--- config.mk ---
export PLATFORM = sky130hd
export DESIGN_NAME = hazard_ctrl_flat
export DESIGN_NICKNAME = d
export VERILOG_FILES = /design/src/rtl/hazard_ctrl_pkg.sv /design/src/rtl/hazard_ctrl_if.sv /design/src/rtl/hazard_ctrl_match.sv /design/src/rtl/hazard_ctrl.sv /design/src/flat_wrapper.sv
export SDC_FILE = /design/constraint.sdc
export NUM_CORES = 1
export LEC_CHECK = 0
export CAP_MARGIN = 25
export CORE_ASPECT_RATIO = 0.8
export CORE_UTILIZATION = 45
export DETAILED_ROUTE_END_ITERATION = 16
export GPL_ROUTABILITY_DRIVEN = 0
export GPL_TIMING_DRIVEN = 0
export MAX_ROUTING_LAYER = met4
export PLACE_DENSITY_LB_ADDON = 0.05
export SLEW_MARGIN = 20
export SYNTH_ARGS = -nofsm -noshare
export SYNTH_HDL_FRONTEND = slang
export SYNTH_SLANG_ARGS = --single-unit
--- constraint.sdc ---
create_clock -name clk -period 2.3 [get_ports clk]
set_clock_uncertainty 0.1 [all_clocks]
set_input_delay 0.23 -clock clk [delete_from_list [all_inputs] [get_ports clk]]
set_output_delay 0.23 -clock clk [all_outputs]
set_load 0.1 [all_outputs]
--- src/rtl/hazard_ctrl_pkg.sv ---
// Shared pipeline-control types for the decode hazard unit.
// Provides:
// - the register index type;
// - the writer class enum;
// - the scoreboard slot record;
// - the default multi-cycle latency;
// - a helper that tells whether a slot writes a given register.
package hazard_ctrl_pkg;

  localparam int unsigned NREG_BITS         = 5;
  localparam int unsigned MULTI_LAT_DEFAULT = 4;

  typedef logic [NREG_BITS-1:0] creg_addr_t;

  typedef enum logic [1:0] {
    KIND_ALU   = 2'd0,
    KIND_LOAD  = 2'd1,
    KIND_MULTI = 2'd2,
    KIND_NONE  = 2'd3
  } writer_kind_t;

  typedef struct packed {
    logic         valid;
    creg_addr_t   dst;
    logic         regwrite;
    writer_kind_t kind;
  } sb_slot_t;

  localparam sb_slot_t SLOT_BUBBLE = '{
    valid:    1'b0,
    dst:      {NREG_BITS{1'b0}},
    regwrite: 1'b0,
    kind:     KIND_NONE
  };

  // x0 is hardwired, so a slot targeting it never produces a value anyone waits for.
  function automatic logic slot_writes(input sb_slot_t s, input creg_addr_t r);
    return s.valid && s.regwrite && (s.dst != {NREG_BITS{1'b0}}) && (s.dst == r);
  endfunction

endpackage

--- src/rtl/hazard_ctrl_if.sv ---
// Decode-stage <-> hazard unit bundle.
// master: the decode stage.
//   - Drives the instruction fields and branch_taken.
//   - Receives the stall, flush and forward controls.
// slave: the hazard unit.
interface hazard_ctrl_if;
  import hazard_ctrl_pkg::*;

  logic         id_valid;
  creg_addr_t   id_rs1;
  creg_addr_t   id_rs2;
  logic         id_use_rs1;
  logic         id_use_rs2;
  creg_addr_t   id_dst;
  logic         id_regwrite;
  writer_kind_t id_kind;
  logic         branch_taken;

  logic         stall_f;
  logic         stall_d;
  logic         flush_d;
  logic         fwd_valid_a;
  logic         fwd_valid_b;
  logic         ex_busy;

  modport master (
    output id_valid, id_rs1, id_rs2, id_use_rs1, id_use_rs2,
           id_dst, id_regwrite, id_kind, branch_taken,
    input  stall_f, stall_d, flush_d, fwd_valid_a, fwd_valid_b, ex_busy
  );

  modport slave (
    input  id_valid, id_rs1, id_rs2, id_use_rs1, id_use_rs2,
           id_dst, id_regwrite, id_kind, branch_taken,
    output stall_f, stall_d, flush_d, fwd_valid_a, fwd_valid_b, ex_busy
  );

endinterface

--- src/rtl/hazard_ctrl_match.sv ---
// hazard_match: per-source RAW check against the EX/MEM/WB shadow slots.
// Ports:
// - src, use_src: register read by decode, and whether that read is real.
//   The caller folds id_valid into use_src.
// - ex_slot, mem_slot, wb_slot: shadow of the in-flight destinations.
// - ex_busy: a multi-cycle op is still occupying EX.
// - fwd: take the EX ALU result instead of the regfile.
// - stall: the value is not yet obtainable.
module hazard_match
  import hazard_ctrl_pkg::*;
(
  input  creg_addr_t src,
  input  logic       use_src,
  input  sb_slot_t   ex_slot,
  input  sb_slot_t   mem_slot,
  input  sb_slot_t   wb_slot,
  input  logic       ex_busy,
  output logic       fwd,
  output logic       stall
);

  // Youngest writer wins: only an idle ALU result in EX can be forwarded.
  // Anything older has no bypass path and must be waited out.
  always_comb begin
    fwd   = 1'b0;
    stall = 1'b0;
    if (use_src && (src != {NREG_BITS{1'b0}})) begin
      if (slot_writes(ex_slot, src)) begin
        if ((ex_slot.kind == KIND_ALU) && !ex_busy) begin
          fwd = 1'b1;
        end else begin
          stall = 1'b1;
        end
      end else if (slot_writes(mem_slot, src) || slot_writes(wb_slot, src)) begin
        stall = 1'b1;
      end else begin
        fwd   = 1'b0;
        stall = 1'b0;
      end
    end else begin
      fwd   = 1'b0;
      stall = 1'b0;
    end
  end

endmodule

--- src/rtl/hazard_ctrl.sv ---
// hazard_ctrl: decode-stage sequencing (forwarding select, stall, flush).
// State:
// - a 3-slot shadow of the EX/MEM/WB destination registers;
// - a busy counter that holds EX for multi-cycle ops.
// Ports:
// - clk, reset: clock and asynchronous active-high reset.
// - hz: the slave side of hazard_ctrl_if (decode fields in, controls out).
// All outputs are combinational from the state and the decode-side inputs.
module hazard_ctrl
  import hazard_ctrl_pkg::*;
#(
  parameter int unsigned MULTI_LAT = MULTI_LAT_DEFAULT
)(
  input  logic          clk,
  input  logic          reset,
  hazard_ctrl_if.slave  hz
);

  localparam int unsigned CNT_W = (MULTI_LAT > 1) ? $clog2(MULTI_LAT) : 1;
  localparam logic [CNT_W-1:0] CNT_ZERO = {CNT_W{1'b0}};
  localparam logic [CNT_W-1:0] CNT_ONE  = CNT_W'(1);
  // The first EX cycle is the advance itself, so only the remaining cycles are counted.
  localparam logic [CNT_W-1:0] CNT_LOAD = CNT_W'(MULTI_LAT - 1);

  sb_slot_t         ex_q, ex_d;
  sb_slot_t         mem_q, mem_d;
  sb_slot_t         wb_q, wb_d;
  logic [CNT_W-1:0] cnt_q, cnt_d;

  sb_slot_t id_slot_s;
  logic     ex_busy_s;
  logic     fwd_a_s, fwd_b_s;
  logic     stall_a_s, stall_b_s;
  logic     raw_stall_s;
  logic     redirect_s;
  logic     stall_s;
  logic     flush_s;

  assign ex_busy_s = (cnt_q != CNT_ZERO);

  assign id_slot_s = '{
    valid:    1'b1,
    dst:      hz.id_dst,
    regwrite: hz.id_regwrite,
    kind:     hz.id_kind
  };

  hazard_match u_match_a (
    .src      (hz.id_rs1),
    .use_src  (hz.id_valid && hz.id_use_rs1),
    .ex_slot  (ex_q),
    .mem_slot (mem_q),
    .wb_slot  (wb_q),
    .ex_busy  (ex_busy_s),
    .fwd      (fwd_a_s),
    .stall    (stall_a_s)
  );

  hazard_match u_match_b (
    .src      (hz.id_rs2),
    .use_src  (hz.id_valid && hz.id_use_rs2),
    .ex_slot  (ex_q),
    .mem_slot (mem_q),
    .wb_slot  (wb_q),
    .ex_busy  (ex_busy_s),
    .fwd      (fwd_b_s),
    .stall    (stall_b_s)
  );

  // Pipeline control.
  // - A branch cannot sit in EX behind a busy op, so the redirect is gated by ex_busy.
  // - A redirect overrides any stall: decode is discarded, so holding fetch is pointless.
  // - While EX is busy, decode just holds; no bubble is pushed into the occupied EX.
  always_comb begin
    raw_stall_s = stall_a_s || stall_b_s;
    redirect_s  = hz.branch_taken && !ex_busy_s;
    stall_s     = (raw_stall_s || ex_busy_s) && !redirect_s;
    flush_s     = redirect_s || (raw_stall_s && !ex_busy_s);
  end

  assign hz.stall_f     = stall_s;
  assign hz.stall_d     = stall_s;
  assign hz.flush_d     = flush_s;
  assign hz.fwd_valid_a = fwd_a_s;
  assign hz.fwd_valid_b = fwd_b_s;
  assign hz.ex_busy     = ex_busy_s;

  // Next shadow state.
  // - Busy: the multi-cycle op stays in EX and a bubble drains into MEM.
  // - Otherwise: the shadow advances, and EX takes the decode fields only when
  //   decode has a valid instruction and is not flushed.
  always_comb begin
    ex_d  = ex_q;
    mem_d = mem_q;
    wb_d  = wb_q;
    cnt_d = cnt_q;
    if (ex_busy_s) begin
      cnt_d = cnt_q - CNT_ONE;
      mem_d = SLOT_BUBBLE;
      wb_d  = mem_q;
    end else begin
      mem_d = ex_q;
      wb_d  = mem_q;
      if (flush_s || !hz.id_valid) begin
        ex_d  = SLOT_BUBBLE;
        cnt_d = CNT_ZERO;
      end else begin
        ex_d = id_slot_s;
        if (hz.id_kind == KIND_MULTI) begin
          cnt_d = CNT_LOAD;
        end else begin
          cnt_d = CNT_ZERO;
        end
      end
    end
  end

  // Shadow slots and busy counter; reset empties the pipeline immediately.
  always_ff @(posedge clk or posedge reset) begin
    if (reset) begin
      ex_q  <= SLOT_BUBBLE;
      mem_q <= SLOT_BUBBLE;
      wb_q  <= SLOT_BUBBLE;
      cnt_q <= CNT_ZERO;
    end else begin
      ex_q  <= ex_d;
      mem_q <= mem_d;
      wb_q  <= wb_d;
      cnt_q <= cnt_d;
    end
  end

endmodule

--- src/flat_wrapper.sv ---
// flat-port wrapper written by rule: the top's interface ports become plain ports
module hazard_ctrl_flat import hazard_ctrl_pkg::*;
#(
  parameter int unsigned MULTI_LAT = MULTI_LAT_DEFAULT
)
  (clk, reset, hz_id_valid, hz_id_rs1, hz_id_rs2, hz_id_use_rs1, hz_id_use_rs2, hz_id_dst, hz_id_regwrite, hz_id_kind, hz_branch_taken, hz_stall_f, hz_stall_d, hz_flush_d, hz_fwd_valid_a, hz_fwd_valid_b, hz_ex_busy);
  hazard_ctrl_if hz_i ();
  input  logic clk;
  input  logic reset;
  input wire logic [$bits(hz_i.id_valid)-1:0] hz_id_valid;
  input wire logic [$bits(hz_i.id_rs1)-1:0] hz_id_rs1;
  input wire logic [$bits(hz_i.id_rs2)-1:0] hz_id_rs2;
  input wire logic [$bits(hz_i.id_use_rs1)-1:0] hz_id_use_rs1;
  input wire logic [$bits(hz_i.id_use_rs2)-1:0] hz_id_use_rs2;
  input wire logic [$bits(hz_i.id_dst)-1:0] hz_id_dst;
  input wire logic [$bits(hz_i.id_regwrite)-1:0] hz_id_regwrite;
  input wire logic [$bits(hz_i.id_kind)-1:0] hz_id_kind;
  input wire logic [$bits(hz_i.branch_taken)-1:0] hz_branch_taken;
  output wire logic [$bits(hz_i.stall_f)-1:0] hz_stall_f;
  output wire logic [$bits(hz_i.stall_d)-1:0] hz_stall_d;
  output wire logic [$bits(hz_i.flush_d)-1:0] hz_flush_d;
  output wire logic [$bits(hz_i.fwd_valid_a)-1:0] hz_fwd_valid_a;
  output wire logic [$bits(hz_i.fwd_valid_b)-1:0] hz_fwd_valid_b;
  output wire logic [$bits(hz_i.ex_busy)-1:0] hz_ex_busy;
  assign hz_i.id_valid = hz_id_valid;
  assign hz_i.id_rs1 = hz_id_rs1;
  assign hz_i.id_rs2 = hz_id_rs2;
  assign hz_i.id_use_rs1 = hz_id_use_rs1;
  assign hz_i.id_use_rs2 = hz_id_use_rs2;
  assign hz_i.id_dst = hz_id_dst;
  assign hz_i.id_regwrite = hz_id_regwrite;
  assign hz_i.id_kind = hz_id_kind;
  assign hz_i.branch_taken = hz_branch_taken;
  assign hz_stall_f = hz_i.stall_f;
  assign hz_stall_d = hz_i.stall_d;
  assign hz_flush_d = hz_i.flush_d;
  assign hz_fwd_valid_a = hz_i.fwd_valid_a;
  assign hz_fwd_valid_b = hz_i.fwd_valid_b;
  assign hz_ex_busy = hz_i.ex_busy;
  hazard_ctrl #(.MULTI_LAT(MULTI_LAT)) u_core (.clk(clk), .reset(reset), .hz(hz_i));
endmodule
==> results.md <==
* Residual DRC at 0
* Core Rows at 17
* R2r startpoint: u_core.ex_q[4]
* Gate Count Post-Synth at 140
* Commonest non-fill, non-tap cell in the layout: buf_4
* Synth top area cells: dfrtp_1 40%, xor2_1 9.7%, xnor2_1 8.5%, nand3_1 4.2%, dfstp_2 3.6%
* Arrival @ worst endpoint at 2530 ps
* Met2 WL at 2.02 mm
* Die H at 52.6 µm
* Post-CTS Hold Fix Bufs at 0
* Leakage power at 0.953 nW
* Pwr Density at 493 nW/µm²
* Max FO, Critical Path at 5
* Global-route wire length before repair at 6.08 mm
* Final HPWL DP at 2.62 mm
* Worst EP required at 1970 ps
* Post-layout minimum cycle time at 2860 ps
* Slew HR at 48.9%
* Critical Path Start: u_core.ex_q[4]
* Cell Area, Synth at 1440 µm²
* Worst-path cell chain: or3_4 -> o311a_4 -> and4_4 -> nor3_4 -> o32ai_4 -> buf_6 -> a21o_4 -> buf_12 -> buf_12
* TritonCTS clock tree: built
* Post-Route M1 WL at 1.79 mm
* Diode count at 0
* Fin cells at 231
* Worst path bufs/invs at 3
* Vias per inst at 5.66
* Total number of vias at 1,307
* Area Growth Syn to Fin at 51.8%
* Port bufs at 29
* Setup violators final at 6
* Cell family with most CP delay: simple AND/OR/NAND/NOR gates
* Seq/Total Area, Yosys at 43.5%
* CP max-delay cell: dfrtp_2
* Routed WL at 3.99 mm
* Worst path most repeated cell: buf_12
* Final TNS setup at -1640 ps
* Post-Syn Nets at 164
* Cts bufs inserted at 3
* Share of the synthesized area in the top cell type at 39.9%
* Placed cells at 207
* YS warnings at 0
* Die Wd at 65.3 µm
* Reg clk slew, reported paths at 100 ps
* Top Layer Used: met4
* Final nets at 218
* VDD IR max at 438 µV
* Layout cells sized above 1 at 34.2%
* Clock latency on the worst-skew pair at 280 ps
* IO Pins at 30
* Failing checks: setup timing
* Drt pass-1 iters at 4
* Initial antenna violation count at 0
* Core area at 2890 µm²
* Max clock buf depth at 2
* Largest net degree at the start of global routing at 26
* Period utilization at 124%
* Synth area leader: dfrtp_1
* Commonest cells after routing, fill and taps aside: 21 x buf_4, 20 x dfrtp_1, 17 x clkdlybuf4s50_1, 16 x xor2_1, 13 x xnor2_1
* Max-capacitance violation count at 0
* Critical Path Start Type: flip-flop
* Die ar. at 3440 µm²
* Htree depth at 1
* Met3 wire len at 156 µm
* Status: finished with violations
* Hold Fails Final Rpt at 0
* Wire per inst at 17.3 µm
* Syn avg cell area at 10.3 µm²
* Vias in the first global route at 1,199
* CTS sink cnt at 25
* Clk root buf: clkbuf_8
* Crit end category: primary output
* Total track usage at 24.9%
* Starting Density at 49.9%
* Post-route ant nets at 0
* F_max at 0.349 GHz
* Worst Max-Slew Pin Slew at 767 ps
* Max Slew Vio Count at 0
* Setup CP Type: flip-flop to primary output
* RSZ-0062 raised after global routing: yes
* Post-route setup slack at -563 ps
* GR Overflow Total at 0
* Largest stage delay, worst path at 470 ps
* Hold crit path type: primary input to async pin
* Netlist cell types at 33
* Seq cells post-synth at 25
* Initial drt markers at 82
* Util after Layout at 75.7%
## worst register-to-register path, stage by stage (launching register included)
cell and delay (ps):
dfrtp_2 470, or3_4 340, o311a_4 340, and4_4 160
nor3_4 200, o32ai_4 110, buf_6 150, buf_4 160
o31ai_4 200
## through the flow
| step | power [mW] | hold slack [ps] | setup WS, ps | area [µm²] |
|---|---|---|---|---|
| after global routing | 1.13 | 122 | -665 | 2190 |
| after CTS | 1.04 | 298 | -596 | 2010 |
| after global placement | 0.739 | 264 | -1650 | 1820 |
| after floorplan | 0.654 | 156 | -342 | 1490 |
| final | 1.08 | 91.2 | -563 | 2190 |
| after detailed placement | 0.747 | 275 | -1710 | 1820 |
## state kept, by name, summed over array words and instances, names as in the netlist
name	count
u_core.mem_q	7
u_core.wb_q	7
u_core.ex_q	9
u_core.cnt_q	2
## Yosys cell counts, drive strengths merged
master,count
o311a,1
nand4,2
dfstp,2
inv,4
o22a,2
o32ai,1
and4,2
nor2,7
or4,4
o21bai,1
a21o,1
nand3,12
nor3,5
buf,2
o211ai,4
o21ai,1
nand2,10
o22ai,1
o21a,1
nor4,4
clkbuf,4
or3,2
xnor2,14
and2,7
xor2,16
o31ai,7
dfrtp,23
## per-layer routing
metal  GRT usage (%)  vias up
li1                -      602
met1            33.7      661
met2            38.5       40
met3            4.13        4
met4            7.25        0
met5               -        -
## path summary, 6_finish.rpt
kind | to | slack, ps | depth (start not counted)
max in group asynchronous | u_core.ex_q[0] | 1540 | 3
hold / removal | u_core.wb_q[3] | 90 | 2
setup reg to reg | u_core.ex_q[3] | -30 | 8
min in group clk | u_core.wb_q[8] | 300 | 0
hold reg to reg | u_core.wb_q[8] | 300 | 0
setup / recovery | hz_stall_f | -560 | 9
## power breakdown
group	internal [mW]	switching, mW	total, mW
Combinational	0.143	0.161	0.305
Sequential	0.468	0.0264	0.494
Clock	0.127	0.153	0.281
Total	0.738	0.341	1.08
## logic make-up after synthesis
kind of cell / count (synthesis) / synth area share [%]
buffers and inverters: 10 / 3.38
and+or+nand+nor: 55 / 21.8
AOI/OAI and AO/OA: 20 / 13.1
xor gates and xnor gates: 30 / 18.2
DFF: 25 / 43.5
## repair_timing
| item | 4_1_cts | 5_1_grt |
|---|---|---|
| setup buffers | 13 | 6 |
| endpoints found under the setup margin | 14 | 17 |
| pin swaps | 9 | 17 |
| hold endpoints to repair | 0 | 0 |
| gates resized for setup | 49 | 21 |
## cell type report
cell class | instances | area (µm²)
Buffer | 6 | 46.3
Clock buffer | 3 | 41.3
Clock inverter | 1 | 8.76
Fill cell | 198 | 703
Inverter | 4 | 15.0
Multi-Input combinational cell | 105 | 912
Sequential cell | 25 | 632
Tap cell | 38 | 47.5
Timing Repair Buffer | 49 | 487
(Power assumes the default switching activity.)
